===== src/rtl/wb_arbiter2.sv =====
// wb_arbiter2: two-master (instruction fetch / data) to one-slave Wishbone B4
// classic arbiter. Round-robin between contending masters, grant held for the
// whole cyc window, bus mirrored combinationally from the granted master.
// Optional stall abort is enabled by defining WB_ARB_TIMEOUT_EN.
module wb_arbiter2 #(
  parameter int unsigned TIMEOUT_CYCLES = 255
) (
  input  logic        clk_i,
  input  logic        rst_ni,
  input  logic        iwbs_cyc_i,
  input  logic        iwbs_stb_i,
  input  logic [31:0] iwbs_addr_i,
  output logic [31:0] iwbs_dat_o,
  output logic        iwbs_ack_o,
  output logic        iwbs_err_o,
  input  logic        dwbs_cyc_i,
  input  logic        dwbs_stb_i,
  input  logic        dwbs_we_i,
  input  logic [3:0]  dwbs_sel_i,
  input  logic [31:0] dwbs_addr_i,
  input  logic [31:0] dwbs_dat_i,
  output logic [31:0] dwbs_dat_o,
  output logic        dwbs_ack_o,
  output logic        dwbs_err_o,
  output logic        wbm_cyc_o,
  output logic        wbm_stb_o,
  output logic        wbm_we_o,
  output logic [3:0]  wbm_sel_o,
  output logic [31:0] wbm_addr_o,
  output logic [31:0] wbm_dat_o,
  input  logic [31:0] wbm_dat_i,
  input  logic        wbm_ack_i,
  input  logic        wbm_err_i
);

  typedef enum logic [1:0] {IDLE = 2'd0, GNT_I = 2'd1, GNT_D = 2'd2, ABORT = 2'd3} state_e;

  localparam logic [15:0] TO_LIM = 16'(TIMEOUT_CYCLES);

  state_e state_q, state_d;
  logic   last_d_q, last_d_d;
  logic   timeout;
  logic   granted;

  assign granted = (state_q == GNT_I) || (state_q == GNT_D);

`ifdef WB_ARB_TIMEOUT_EN
  logic [15:0] cnt_q, cnt_d;

  // Abort fires in the stalled strobe cycle once the counter has hit the limit
  always_comb begin
    timeout = granted && wbm_stb_o && !wbm_ack_i && !wbm_err_i && (cnt_q >= TO_LIM);
  end

  // Count unterminated strobe cycles; any termination or state change restarts
  always_comb begin
    cnt_d = cnt_q;
    if ((state_d != state_q) || wbm_ack_i || wbm_err_i) cnt_d = '0;
    else if (granted && wbm_stb_o)                      cnt_d = cnt_q + 16'd1;
  end

  // Stall counter register
  always_ff @(posedge clk_i or negedge rst_ni) begin
    if (!rst_ni) cnt_q <= '0;
    else         cnt_q <= cnt_d;
  end
`else
  assign timeout = 1'b0;
  logic unused_timeout;
  assign unused_timeout = ^TO_LIM;
`endif

  // Arbitration: round-robin on contention, hold grant until owner drops cyc
  always_comb begin
    state_d  = state_q;
    last_d_d = last_d_q;
    case (state_q)
      IDLE: begin
        if (dwbs_cyc_i && (!iwbs_cyc_i || !last_d_q)) begin
          state_d  = GNT_D;
          last_d_d = 1'b1;
        end else if (iwbs_cyc_i) begin
          state_d  = GNT_I;
          last_d_d = 1'b0;
        end
      end
      GNT_I: begin
        if (!iwbs_cyc_i)  state_d = IDLE;
        else if (timeout) state_d = ABORT;
      end
      GNT_D: begin
        if (!dwbs_cyc_i)  state_d = IDLE;
        else if (timeout) state_d = ABORT;
      end
      // last_d still names the aborted master; wait for it to give up the cycle
      ABORT: begin
        if (!(last_d_q ? dwbs_cyc_i : iwbs_cyc_i)) state_d = IDLE;
      end
      default: state_d = IDLE;
    endcase
  end

  // State and round-robin history registers
  always_ff @(posedge clk_i or negedge rst_ni) begin
    if (!rst_ni) begin
      state_q  <= IDLE;
      last_d_q <= 1'b0;
    end else begin
      state_q  <= state_d;
      last_d_q <= last_d_d;
    end
  end

  // Bus mux: mirror the granted master, route terminations only to it
  always_comb begin
    wbm_cyc_o  = 1'b0;
    wbm_stb_o  = 1'b0;
    wbm_we_o   = 1'b0;
    wbm_sel_o  = 4'h0;
    wbm_addr_o = 32'h0;
    wbm_dat_o  = 32'h0;
    iwbs_ack_o = 1'b0;
    iwbs_err_o = 1'b0;
    dwbs_ack_o = 1'b0;
    dwbs_err_o = 1'b0;
    iwbs_dat_o = wbm_dat_i;
    dwbs_dat_o = wbm_dat_i;
    case (state_q)
      GNT_I: begin
        wbm_cyc_o  = iwbs_cyc_i;
        wbm_stb_o  = iwbs_stb_i;
        wbm_sel_o  = 4'hF;
        wbm_addr_o = iwbs_addr_i;
        iwbs_ack_o = wbm_ack_i;
        iwbs_err_o = wbm_err_i | timeout;
      end
      GNT_D: begin
        wbm_cyc_o  = dwbs_cyc_i;
        wbm_stb_o  = dwbs_stb_i;
        wbm_we_o   = dwbs_we_i;
        wbm_sel_o  = dwbs_sel_i;
        wbm_addr_o = dwbs_addr_i;
        wbm_dat_o  = dwbs_dat_i;
        dwbs_ack_o = wbm_ack_i;
        dwbs_err_o = wbm_err_i | timeout;
      end
      default: ;
    endcase
  end

endmodule

===== config.mk =====
export PLATFORM = sky130hd
export DESIGN_NAME = wb_arbiter2
export DESIGN_NICKNAME = d
export VERILOG_FILES = /design/src/rtl/wb_arbiter2.sv
export SDC_FILE = /design/constraint.sdc
export NUM_CORES = 1
export LEC_CHECK = 0
export CAP_MARGIN = 20
export CORE_AREA = 2 2 108 110
export DETAILED_ROUTE_END_ITERATION = 8
export DIE_AREA = 0 0 110 112
export PLACE_DENSITY_LB_ADDON = 0.12
export RECOVER_POWER = 25
export SLEW_MARGIN = 10
export SYNTH_ARGS = -nofsm -noshare
export SYNTH_HDL_FRONTEND = slang
export SYNTH_SLANG_ARGS = --single-unit

===== constraint.sdc =====
create_clock -name clk_i -period 5.3 [get_ports clk_i]
set_input_delay 1.59 -clock clk_i [delete_from_list [all_inputs] [get_ports clk_i]]
set_output_delay 1.59 -clock clk_i [all_outputs]
set_load 0.005 [all_outputs]

==> reports/qor.yml <==
worstPathRequired_ns: 3.71
crit_fanout: 6
place.gp.congestion: 0.715
worst_setup_path_end_kind: "output port"
start_kind: "input pin"
worstSetupPathType: "in -> out"
ys_warn_count: 0
cts_resized: 0
fmax_mhz: 217
fin_area_sq_mm: 0.00309
hold_viol_final: 0
ant_nets: 0
synth_ff_type: "dfrtp_1"
drtIter0Drc: 73
period_share_pct: 86.9
antenna_found_initial: 0
cts_tree: "done"
crit_path_cell_trace: "dlygate4sd3_1 -> a22oi_1 -> nor2b_1 -> clkdlybuf4s50_1"
io_buffer_count: 183
hold_slack_ns: 0.558
die_area_sq_mm: 0.0123
slew_headroom_pct: 55.1
die_y_microns: 112
wire_per_inst_microns: 14.6
status: "complete, no violations"
drt-pass1-iter-count: 4
grt_pass1_wl_microns: 9660
clockRootBuffer: "clkbuf_16"
finalPower_mw: 1.16
synthArstFlopShare_pct: 100
hold_depth: 1
worstMarginPinSlew_ns: 0.673
start_util_pct: 13.5
cts_setup_buffers: 0
drive_gt1_share_pct: 2.78
cts-htree-levels: 1
hold_class: "reg -> reg"
post_dp_cell_area_sq_mm: 0.00302
fin_worst_skew_ns: 0.00158
clk_pin_slew_ns: 0.03
io-pin-count: 280
critPathMaxStageDelay_ns: 0.63
grt_pass1_vias: 1870
ir_drop_mv: 0.112
synth_top_area_share_pct: 31.9
synth_top_area_cell: "buf_4"
regArea_sq_um: 75.1
rows: 39
synth.avg_cell_area_sq_um: 7.07
n_fill_cell: 1204
multiInputGateArea_sq_um: 873
die_x_microns: 110
synthTopCellsByArea: "buf_4 32%, a22oi_1 17%, nor2b_1 16%"
antenna_cells: 0
setup_tns_ns: 0
synth_most_common_cell: "buf_4"
clk_latency_ns: 0.23
rsz0062_at_grt: "no"
numCtsBuffers: 3
vias: 1848
finalCriticalPeriod_ns: 4.61
grt_use_total_pct: 10.1
power_density_mw_per_mm2: 377
finalSetupViolations: 0
clock_sinks: 3
syn_to_final_growth_pct: 105
coreArea_sq_mm: 0.0112
critPathSlowestCell: "dlygate4sd3_1"
drv_slew: 0
ys_top_cells_by_count: "64 x buf_4, 38 x nor2b_1, 37 x and2_1"
syn_area_sq_mm: 0.00151
synthCells: 213
max_cap_viol_count: 0
synth_edf_count: 0
ys_seq_area_share_pct: 4.98
drc: 0
overflow: 0
hold_buffers: 0
drt-vias-per-instance: 3.96
p_leak_nw: 1.08
reg2regPathDepth: 6
synth_nets: 358
nets: 470
dp_hpwl_microns: 5390
crit_arrival_ns: 3.02
synth_seq_cells: 3
grt_max_degree: 51
routed_wl_microns: 6820
synth_cell_types: 19
clock_path_buffers: 2
[cell usage in the layout (no fill, tap or decap)]
cell / n
dlygate4sd3_1: 2
a21oi_1: 5
nand2_1: 1
ha_1: 3
clkbuf_1: 1
dfrtp_1: 3
nor2b_1: 38
a22oi_1: 34
o221a_2: 1
clkdlybuf4s50_1: 181
a21boi_0: 1
a31oi_1: 1
mux2i_1: 2
ha_2: 1
buf_12: 1
nand2b_1: 1
inv_1: 3
nand3_1: 1
mux2_1: 1
buf_4: 3
and2_1: 37
clkbuf_16: 3
[power by group]
part / total (mW) / switching, mW / internal [mW]
clock: 0.121 / 0.0216 / 0.0994
combinational: 0.996 / 0.407 / 0.589
sequential: 0.0475 / 0.0129 / 0.0346
total: 1.16 / 0.442 / 0.723
[layout make-up]
class / instances / share of cell area (%)
repair buffers: 187 / 60.6
multi-input cells: 127 / 28.2
well taps: 143 / 5.79
clock buffers: 4 / 2.55
flip-flops and latches: 3 / 2.43
inverters: 3 / 0.364
[through the flow]
step / cells / setup slack (ns) / util (%)
2_1_floorplan: 213 / 1.85 / -
3_3_place_gp: 463 / 0.773 / 27.0
3_5_place_dp: 463 / 0.772 / 27.0
4_1_cts: 467 / 0.768 / 27.7
5_1_grt: 467 / 0.591 / 27.7
6_report: 467 / 0.693 / 27.7
[worst max-delay path: cells and delay by family]
family	cells	cell delay, ns
buffers and inverters	2	1.14
and+or+nand+nor	1	0.15
AOI/OAI and AO/OA	1	0.14
[kinds of logic (layout without fill, tap and decap cells)]
family,after synthesis,after routing,share of synthesized area [%]
adders and majority gates,4,4,3.32
muxes,3,3,2.33
and+or+nand+nor,78,78,32.1
AOI/OAI and AO/OA,42,42,20.3
DFF,3,3,4.98
buffers and inverters,83,194,37.0
[flip-flops by register name, summed over array words and instances, names as in the netlist]
| signal | count |
|---|---|
| state_q | 2 |
| last_d_q | 1 |
[layer usage]
layer | vias up | GRT usage [%] | wire length, microns
met5 | - | 0 | 0
met4 | 0 | 4.30 | 201
met3 | 30 | 2.22 | 794
met2 | 122 | 19.6 | 3520
met1 | 833 | 10.1 | 2300
li1 | 863 | - | -
[path summary, 6_finish.rpt]
| path | slack, ns | endpoint | from |
|---|---|---|---|
| worst min-delay path | 0.56 | last_d_q | last_d_q |
| worst max register to register | 3.15 | state_q[0] | state_q[0] |
| worst min register to register | 0.56 | last_d_q | last_d_q |
| worst max-delay path | 0.69 | wbm_cyc_o | dwbs_cyc_i |
| min in group asynchronous | 1.62 | last_d_q | rst_ni |
| max in group asynchronous | 3.52 | state_q[1] | rst_ni |
Power figures use the tool's default switching activity.
